## config.mk

```make
export PLATFORM = sky130hd
export DESIGN_NAME = pwm_cfg_parser
export DESIGN_NICKNAME = d
export VERILOG_FILES = /design/src/rtl/pwm_pkg.sv /design/src/rtl/pwm_cfg_fifo.sv /design/src/rtl/pwm_cfg_parser.sv
export SDC_FILE = /design/constraint.sdc
export NUM_CORES = 2
export LEC_CHECK = 0
export ABC_AREA = 1
export BUFFER_PORTS_ARGS = -buffer_cell sky130_fd_sc_hd__clkbuf_2
export CAP_MARGIN = 20
export CORE_ASPECT_RATIO = 0.5
export CORE_MARGIN = 5
export CORE_UTILIZATION = 40
export DETAILED_ROUTE_END_ITERATION = 10
export RECOVER_POWER = 100
export SLEW_MARGIN = 20
export SYNTH_ARGS = -nofsm -noshare
export SYNTH_HDL_FRONTEND = slang
export SYNTH_SLANG_ARGS = --single-unit
```

## constraint.sdc

```tcl
create_clock -name clk -period 6.5 [get_ports clk]
set_clock_uncertainty 0.2 [all_clocks]
set_input_delay 0 -clock clk [delete_from_list [all_inputs] [get_ports clk]]
set_output_delay 0 -clock clk [all_outputs]
set_load 0.02 [all_outputs]
```

## src/rtl/pwm_pkg.sv

```systemverilog
// pwm_pkg: shared magic, packet field positions, FSM states and FIFO entry layout
package pwm_pkg;

    localparam logic [15:0] PWM_MAGIC = 16'h5057;
    localparam int MAGIC_LSB = 16;
    localparam int CNT_LSB   = 8;
    localparam int CH_LSB    = 24;
    localparam int EN_BIT    = 0;
    localparam int VAL_W     = 28;

    typedef enum logic [2:0] {
        IDLE,
        ENT_CH,
        ENT_PER,
        ENT_HL,
        DROP
    } pwm_state_t;

    typedef struct packed {
        logic [7:0]       channel;
        logic             en;
        logic [VAL_W-1:0] period;
        logic [VAL_W-1:0] hlevel;
    } pwm_entry_t;

endpackage

```

## src/rtl/pwm_cfg_fifo.sv

```systemverilog
// pwm_cfg_fifo: entry FIFO with speculative write pointer, commit and rewind
module pwm_cfg_fifo
    import pwm_pkg::*;
#(
    parameter int DEPTH = 32
) (
    input  logic                     clk,
    input  logic                     rst,
    input  logic                     push,
    input  pwm_entry_t               push_data,
    input  logic                     commit,
    input  logic                     rewind,
    input  logic                     pop,
    output pwm_entry_t               rd_data,
    output logic                     rd_empty,
    output logic [$clog2(DEPTH):0]   used
);

    localparam int AW = $clog2(DEPTH);

    pwm_entry_t    mem [DEPTH];
    logic [AW:0]   wr_ptr;
    logic [AW:0]   cm_ptr;
    logic [AW:0]   rd_ptr;

    // storage write at the speculative pointer
    always_ff @(posedge clk) begin
        if (push) mem[wr_ptr[AW-1:0]] <= push_data;
    end

    // pointers: rewind drops uncommitted entries, commit publishes them to the reader
    always_ff @(posedge clk or posedge rst) begin
        if (rst) begin
            wr_ptr <= '0;
            cm_ptr <= '0;
            rd_ptr <= '0;
        end else begin
            if (rewind) wr_ptr <= cm_ptr;
            else if (push) wr_ptr <= wr_ptr + 1'b1;
            if (commit) cm_ptr <= wr_ptr;
            if (pop) rd_ptr <= rd_ptr + 1'b1;
        end
    end

    assign rd_data  = mem[rd_ptr[AW-1:0]];
    assign rd_empty = rd_ptr == cm_ptr;
    assign used     = wr_ptr - rd_ptr;

endmodule

```

## src/rtl/pwm_cfg_parser.sv

```systemverilog
// pwm_cfg_parser: parses UDP PWM configuration packets into an all-or-nothing entry stream
module pwm_cfg_parser
    import pwm_pkg::*;
#(
    parameter logic [15:0] DST_PORT    = 16'd8080,
    parameter int          CHANNEL_NUM = 8,
    parameter int          FIFO_DEPTH  = 32
) (
    input  logic        clk,
    input  logic        rst,
    input  logic [31:0] rx_axis_udp_tdata,
    input  logic        rx_axis_udp_tvalid,
    input  logic        rx_axis_udp_tlast,
    input  logic [15:0] rx_axis_udp_tuser,
    output logic        cfg_vld,
    input  logic        cfg_ready,
    output logic [7:0]  cfg_channel,
    output logic        cfg_en,
    output logic [27:0] cfg_period,
    output logic [27:0] cfg_hlevel,
    output logic [15:0] pkt_cnt,
    output logic [15:0] err_cnt
);

    localparam int AW = $clog2(FIFO_DEPTH);

    pwm_state_t       state_q, state_d;
    logic [7:0]       cnt_q, cnt_d;
    logic [7:0]       ch_q, ch_d;
    logic             en_q, en_d;
    logic [VAL_W-1:0] per_q, per_d;
    logic             commit_q, commit_d;
    logic             push, rewind, err_inc, pop;
    pwm_entry_t       rd_data, out_q;
    logic             rd_empty;
    logic [AW:0]      used;
    logic [15:0]      hdr_magic;
    logic [7:0]       hdr_n, beat_ch;
    logic [31:0]      occ;
    logic             hdr_bad, ch_bad, last_beat;

    assign hdr_magic = rx_axis_udp_tdata[MAGIC_LSB +: 16];
    assign hdr_n     = rx_axis_udp_tdata[CNT_LSB +: 8];
    assign beat_ch   = rx_axis_udp_tdata[CH_LSB +: 8];
    assign last_beat = rx_axis_udp_tlast;
    // the output register holds one entry, so it counts against free space
    assign occ       = 32'(used) + 32'(cfg_vld);
    assign hdr_bad   = hdr_magic != PWM_MAGIC || hdr_n == 8'd0
                     || 32'(hdr_n) > 32'(FIFO_DEPTH) - occ || last_beat;
    assign ch_bad    = {1'b0, beat_ch} >= 9'(CHANNEL_NUM);
    assign pop       = !rd_empty && (!cfg_vld || cfg_ready);

    // next-state and datapath control for the packet parser
    always_comb begin
        state_d  = state_q;
        cnt_d    = cnt_q;
        ch_d     = ch_q;
        en_d     = en_q;
        per_d    = per_q;
        push     = 1'b0;
        rewind   = 1'b0;
        err_inc  = 1'b0;
        commit_d = 1'b0;
        if (rx_axis_udp_tvalid) begin
            case (state_q)
                IDLE: begin
                    if (rx_axis_udp_tuser != DST_PORT) begin
                        state_d = last_beat ? IDLE : DROP;
                    end else if (hdr_bad) begin
                        err_inc = 1'b1;
                        state_d = last_beat ? IDLE : DROP;
                    end else begin
                        cnt_d   = hdr_n;
                        state_d = ENT_CH;
                    end
                end
                ENT_CH: begin
                    if (ch_bad || last_beat) begin
                        err_inc = 1'b1;
                        rewind  = 1'b1;
                        state_d = last_beat ? IDLE : DROP;
                    end else begin
                        ch_d    = beat_ch;
                        en_d    = rx_axis_udp_tdata[EN_BIT];
                        state_d = ENT_PER;
                    end
                end
                ENT_PER: begin
                    if (last_beat) begin
                        err_inc = 1'b1;
                        rewind  = 1'b1;
                        state_d = IDLE;
                    end else begin
                        per_d   = rx_axis_udp_tdata[VAL_W-1:0];
                        state_d = ENT_HL;
                    end
                end
                ENT_HL: begin
                    if ((cnt_q == 8'd1) != last_beat) begin
                        err_inc = 1'b1;
                        rewind  = 1'b1;
                        state_d = last_beat ? IDLE : DROP;
                    end else begin
                        push     = 1'b1;
                        cnt_d    = cnt_q - 8'd1;
                        commit_d = last_beat;
                        state_d  = last_beat ? IDLE : ENT_CH;
                    end
                end
                DROP: state_d = last_beat ? IDLE : DROP;
                default: state_d = IDLE;
            endcase
        end
    end

    // parser state and per-entry holding registers
    always_ff @(posedge clk or posedge rst) begin
        if (rst) begin
            state_q  <= IDLE;
            cnt_q    <= '0;
            ch_q     <= '0;
            en_q     <= 1'b0;
            per_q    <= '0;
            commit_q <= 1'b0;
        end else begin
            state_q  <= state_d;
            cnt_q    <= cnt_d;
            ch_q     <= ch_d;
            en_q     <= en_d;
            per_q    <= per_d;
            commit_q <= commit_d;
        end
    end

    // saturating packet and error counters; a packet counts when it commits
    always_ff @(posedge clk or posedge rst) begin
        if (rst) begin
            pkt_cnt <= '0;
            err_cnt <= '0;
        end else begin
            if (commit_q && pkt_cnt != 16'hFFFF) pkt_cnt <= pkt_cnt + 16'd1;
            if (err_inc && err_cnt != 16'hFFFF) err_cnt <= err_cnt + 16'd1;
        end
    end

    // registered valid/ready output stage, refilled from committed entries
    always_ff @(posedge clk or posedge rst) begin
        if (rst) begin
            cfg_vld <= 1'b0;
            out_q   <= '0;
        end else if (pop) begin
            cfg_vld <= 1'b1;
            out_q   <= rd_data;
        end else if (cfg_ready) begin
            cfg_vld <= 1'b0;
        end
    end

    assign cfg_channel = out_q.channel;
    assign cfg_en      = out_q.en;
    assign cfg_period  = out_q.period;
    assign cfg_hlevel  = out_q.hlevel;

    pwm_cfg_fifo #(
        .DEPTH(FIFO_DEPTH)
    ) u_fifo (
        .clk      (clk),
        .rst      (rst),
        .push     (push),
        .push_data('{channel: ch_q, en: en_q, period: per_q,
                     hlevel: rx_axis_udp_tdata[VAL_W-1:0]}),
        .commit   (commit_q),
        .rewind   (rewind),
        .pop      (pop),
        .rd_data  (rd_data),
        .rd_empty (rd_empty),
        .used     (used)
    );

endmodule
```

==> summary.md <==
| Metric | Value |
|---|---|
| Hold Path Sink | `commit_q` |
| Global route overflow | `0` |
| Failing checks | `capacitance limit, slew limit` |
| Final nets | `around 6,700` |
| CTS tree | `done` |
| Async SR Flop Fraction | `7.35%` |
| DRC violations left | `0` |
| Final hold viol count | `0` |
| Post-synth top area share | `a little under three quarters` |
| Total Wirelength | `260,000 um` |
| Fmax | `approximately 0.17 GHz` |
| Total global routing track utilization | `21.9%` |
| Synth top cells by count | `2,080 x edfxtp_1, 1,116 x nor2_1, 1,083 x o21ai_0` |
| Largest net degree at the start of global routing | `between 200 and 250` |
| CP max stage delay | `between 2 and 2.5 ns` |
| Fillcell total | `19,378` |
| DR vias/cell | `between 5 and 6` |
| Crit path DAT | `roughly 6.0 ns` |
| Later-pin clock latency in the skew report | `~0.84 ns` |
| Worst path most repeated cell | `nor2_1` |
| Tmin final | `5.83 ns` |
| Sequential fraction of the synthesis area | `roughly 76%` |
| Type of the worst setup path | `reg2reg` |
| Die area | `between 200,000 and 250,000 um2` |
| CTS HTree Levels | `4` |
| Critical Path RT | `6.68 ns` |
| Share of cells above drive strength 1 | `between 7 and 8%` |
| Worst-path clk slew | `roughly 0.06 ns` |
| R2R cell count | `12` |
| Slew @ Worst Pin | `approximately 4 ns` |
| Largest cells by area after synthesis | `edfxtp_1 71%, o21ai_0 6.2%, nor2_1 4.8%` |
| Worst-path fanout max | `65` |
| CP max stage cell | `clkbuf_2` |
| DR WL/cell | `26.7 um` |
| Reg-to-reg startpoint | `cnt_q[3]` |
| Setup ws final | `between 0.6 and 0.7 ns` |
| Pwr Density | `about 420 nW/um2` |
| Hold_sp | `rx_axis_udp_tvalid` |
| Mean Syn Cell Area | `between 10 and 15 um2` |
| Num CTS Buffers | `about 200` |
| DIE WIDTH | `between 600 and 700 um` |
| CTS sink count | `2,245` |
| Final Cell Area | `between 90,000 and 100,000 um2` |
| RSZ-0062 raised after global routing | `false` |
| Critical path capture point type | `register` |
| Max Cap Violations | `74` |
| DR vias | `between 50,000 and 60,000` |
| Setup TNS | `0 ns` |
| Crit. path cell count | `12` |
| Vias in the first global route | `around 54,000` |
| Layout area overhead | `12.4%` |
| Post-DP HPWL | `~130,000 um` |
| Initial antenna violation count | `8` |
| Final slew viol count | `2,572` |
| Largest area contributor in the netlist | `edfxtp_1` |
| Die H | `around 340 um` |
| Worst hold path type | `in2reg` |
| Lkg Pwr | `31.8 nW` |
| Num rows | `~120` |
| Post-synth net total | `6,635` |
| Worst Path Buf+Inv | `4` |
| First-pass GRT wire length | `~380,000 um` |
| Final setup viols | `0` |
| Final worst-path cycle share | `between 80 and 90%` |
| First drt pass iteration count | `6` |
| Port buffer count | `150` |
| Top Ports | `between 150 and 200` |
| R2r setup slk | `0.67 ns` |
| Reg-to-Reg End | `u_fifo.mem[10][14]` |
| Final Wtd Congestion | `0.770` |
| Post-synthesis register bit count | `approximately 2,200` |
| Mapped Area | `around 88,000 um2` |
| Hold depth | `4` |
| CP top delay family | `buffers and inverters` |
| Final antenna-violating net count | `0` |
| Synth warn | `0` |
| Core area | `approximately 220,000 um2` |
| Outcome | `finished with violations` |
| Relative slew slack | `-167%` |
| Initial Util | `40.3%` |
| Unique masters post-synth | `just over 40` |
| Maximum VDD drop | `~0.42 mV` |
| Most numerous cell in the Yosys netlist | `edfxtp_1` |
| Drt first-iter violations | `approximately 7,300` |
| Post-DP Area | `slightly above 90,000 um2` |
| Cell count after synthesis | `approximately 6,600` |
| Post-synth EDFFs | `between 2,000 and 2,500` |
| Clock Path Buffers | `3` |
| Top FF cell, synth | `edfxtp_1` |
| Root buffer cell | `clkbuf_16` |
| Placement Setup Slack | `between 1.5 and 2 ns` |
| Startpoint types | `register` |
| Crit-path cells | `nor2_1 > inv_1 > nor2_1 > inv_1 > nor2_1 > nand4_1 > ha_1 > nor3_1 > clkbuf_1 > nand2_1 > nor2_4 > clkbuf_2` |
==> sequential cells by signal, summed over array words and instances, names as in the netlist, 8 cells and up <==
signal	count
u_fifo.mem	2080
cfg_hlevel	28
cfg_period	28
per_q	28
err_cnt	16
pkt_cnt	16
cfg_channel	8
ch_q	8
cnt_q	8
==> worst register-to-register path, delay by kind of cell (launching register included) <==
kind,cells,cell delay (ns)
buffers and inverters,4,2.75
and+or+nand+nor,7,1.56
DFF,1,0.42
adders and majority gates,1,0.33
==> area by class of cell <==
| class | instances | area, um2 | area share [%] |
|---|---|---|---|
| sequential | 2245 | 66600 | 67.3 |
| multi-input combinational | 3737 | 19200 | 19.4 |
| clock buffer | 280 | 5720 | 5.79 |
| tap | 2952 | 3690 | 3.73 |
| timing repair buffer | 322 | 2070 | 2.10 |
| clock inverter | 97 | 1180 | 1.19 |
| inverter | 110 | 444 | 0.449 |
| antenna | 1 | 2.50 | 0.00253 |
==> cell usage in the layout, fill, tap and decap left out, types with 11 or more instances in the layout <==
| master | n |
|---|---|
| clkinv_2 | 32 |
| buf_4 | 35 |
| buf_12 | 23 |
| o221ai_1 | 210 |
| clkinv_1 | 27 |
| a31oi_1 | 53 |
| ha_1 | 31 |
| nand4_1 | 68 |
| nand2_1 | 380 |
| nor2_4 | 13 |
| clkbuf_16 | 207 |
| clkbuf_1 | 206 |
| nor3_1 | 18 |
| a22o_1 | 53 |
| inv_1 | 100 |
| o21ai_0 | 1083 |
| nor2_1 | 1103 |
| nand3_1 | 175 |
| mux2_2 | 12 |
| xnor2_1 | 11 |
| nor4_1 | 12 |
| xor2_1 | 32 |
| o22ai_1 | 317 |
| a21oi_1 | 87 |
| bufinv_16 | 24 |
| dfrtp_1 | 161 |
| clkbuf_8 | 27 |
| o211ai_1 | 55 |
| edfxtp_1 | 2080 |
| clkbuf_2 | 55 |
| dlygate4sd3_1 | 45 |
==> power breakdown <==
| part | total [mW] | switching [mW] | leakage [nW] | internal, mW |
|---|---|---|---|---|
| combinational | 12.6 | 9.07 | 7.56 | 3.54 |
| sequential | 16.9 | 0.710 | 20.9 | 16.2 |
| clock | 12.4 | 5.32 | 3.38 | 7.11 |
| total | 41.9 | 15.1 | 31.8 | 26.8 |
==> how the worst max path moves through the flow <==
stage                     startpoint                  to  slack (ns)
floorplan                   cnt_q[3]    u_fifo.mem[0][0]        1.30
finish                      cnt_q[3]  u_fifo.mem[10][14]        0.67
global route                cnt_q[3]  u_fifo.mem[31][45]        0.46
detailed placement  u_fifo.rd_ptr[4]            cnt_q[1]        1.75
global placement    u_fifo.rd_ptr[1]            cnt_q[2]        1.72
CTS                 u_fifo.rd_ptr[4]            cnt_q[0]        1.28
==> stage by stage <==
| stage | utilization [%] | power (mW) | std cells | hold slack, ns |
|---|---|---|---|---|
| after floorplan | - | 25.2 | 6550 | -0.101 |
| after global placement | 42.3 | 29.7 | 9318 | -0.0600 |
| after detailed placement | 42.3 | 29.8 | 9320 | -0.0573 |
| after CTS | 45.6 | 42.1 | 9742 | 0.00551 |
| after global routing | 45.3 | 43.8 | 9743 | 0.0572 |
| final | 45.3 | 41.9 | 9744 | 0.0474 |
==> logic make-up (layout without fill, tap and decap cells) <==
kind of cell | after synthesis | in the layout | share of synthesized area [%]
other | 0 | 1 | 0
AND/OR/NAND/NOR | 1785 | 1785 | 8.20
XOR/XNOR | 43 | 43 | 0.428
flip-flops | 2245 | 2245 | 75.7
buffers and inverters | 568 | 809 | 2.64
AO/OA/AOI/OAI | 1865 | 1865 | 12.5
adder cells (fa/ha/maj) | 32 | 32 | 0.463
multiplexers | 12 | 12 | 0.154
==> timing repair <==
action	CTS	global route
hold buffers	45	0
gates resized for setup	0	0
buffers inserted	0	0
hold endpoints to repair	1141	0
==> metal layers <==
layer,wire length (um),track usage (%),part of all wire [%]
met5,0,0,0
met2,117000,33.5,45
met3,22900,3.58,8.8
met4,6880,6.12,2.6
met1,113000,32.5,43
Power figures use the tool's default switching activity.
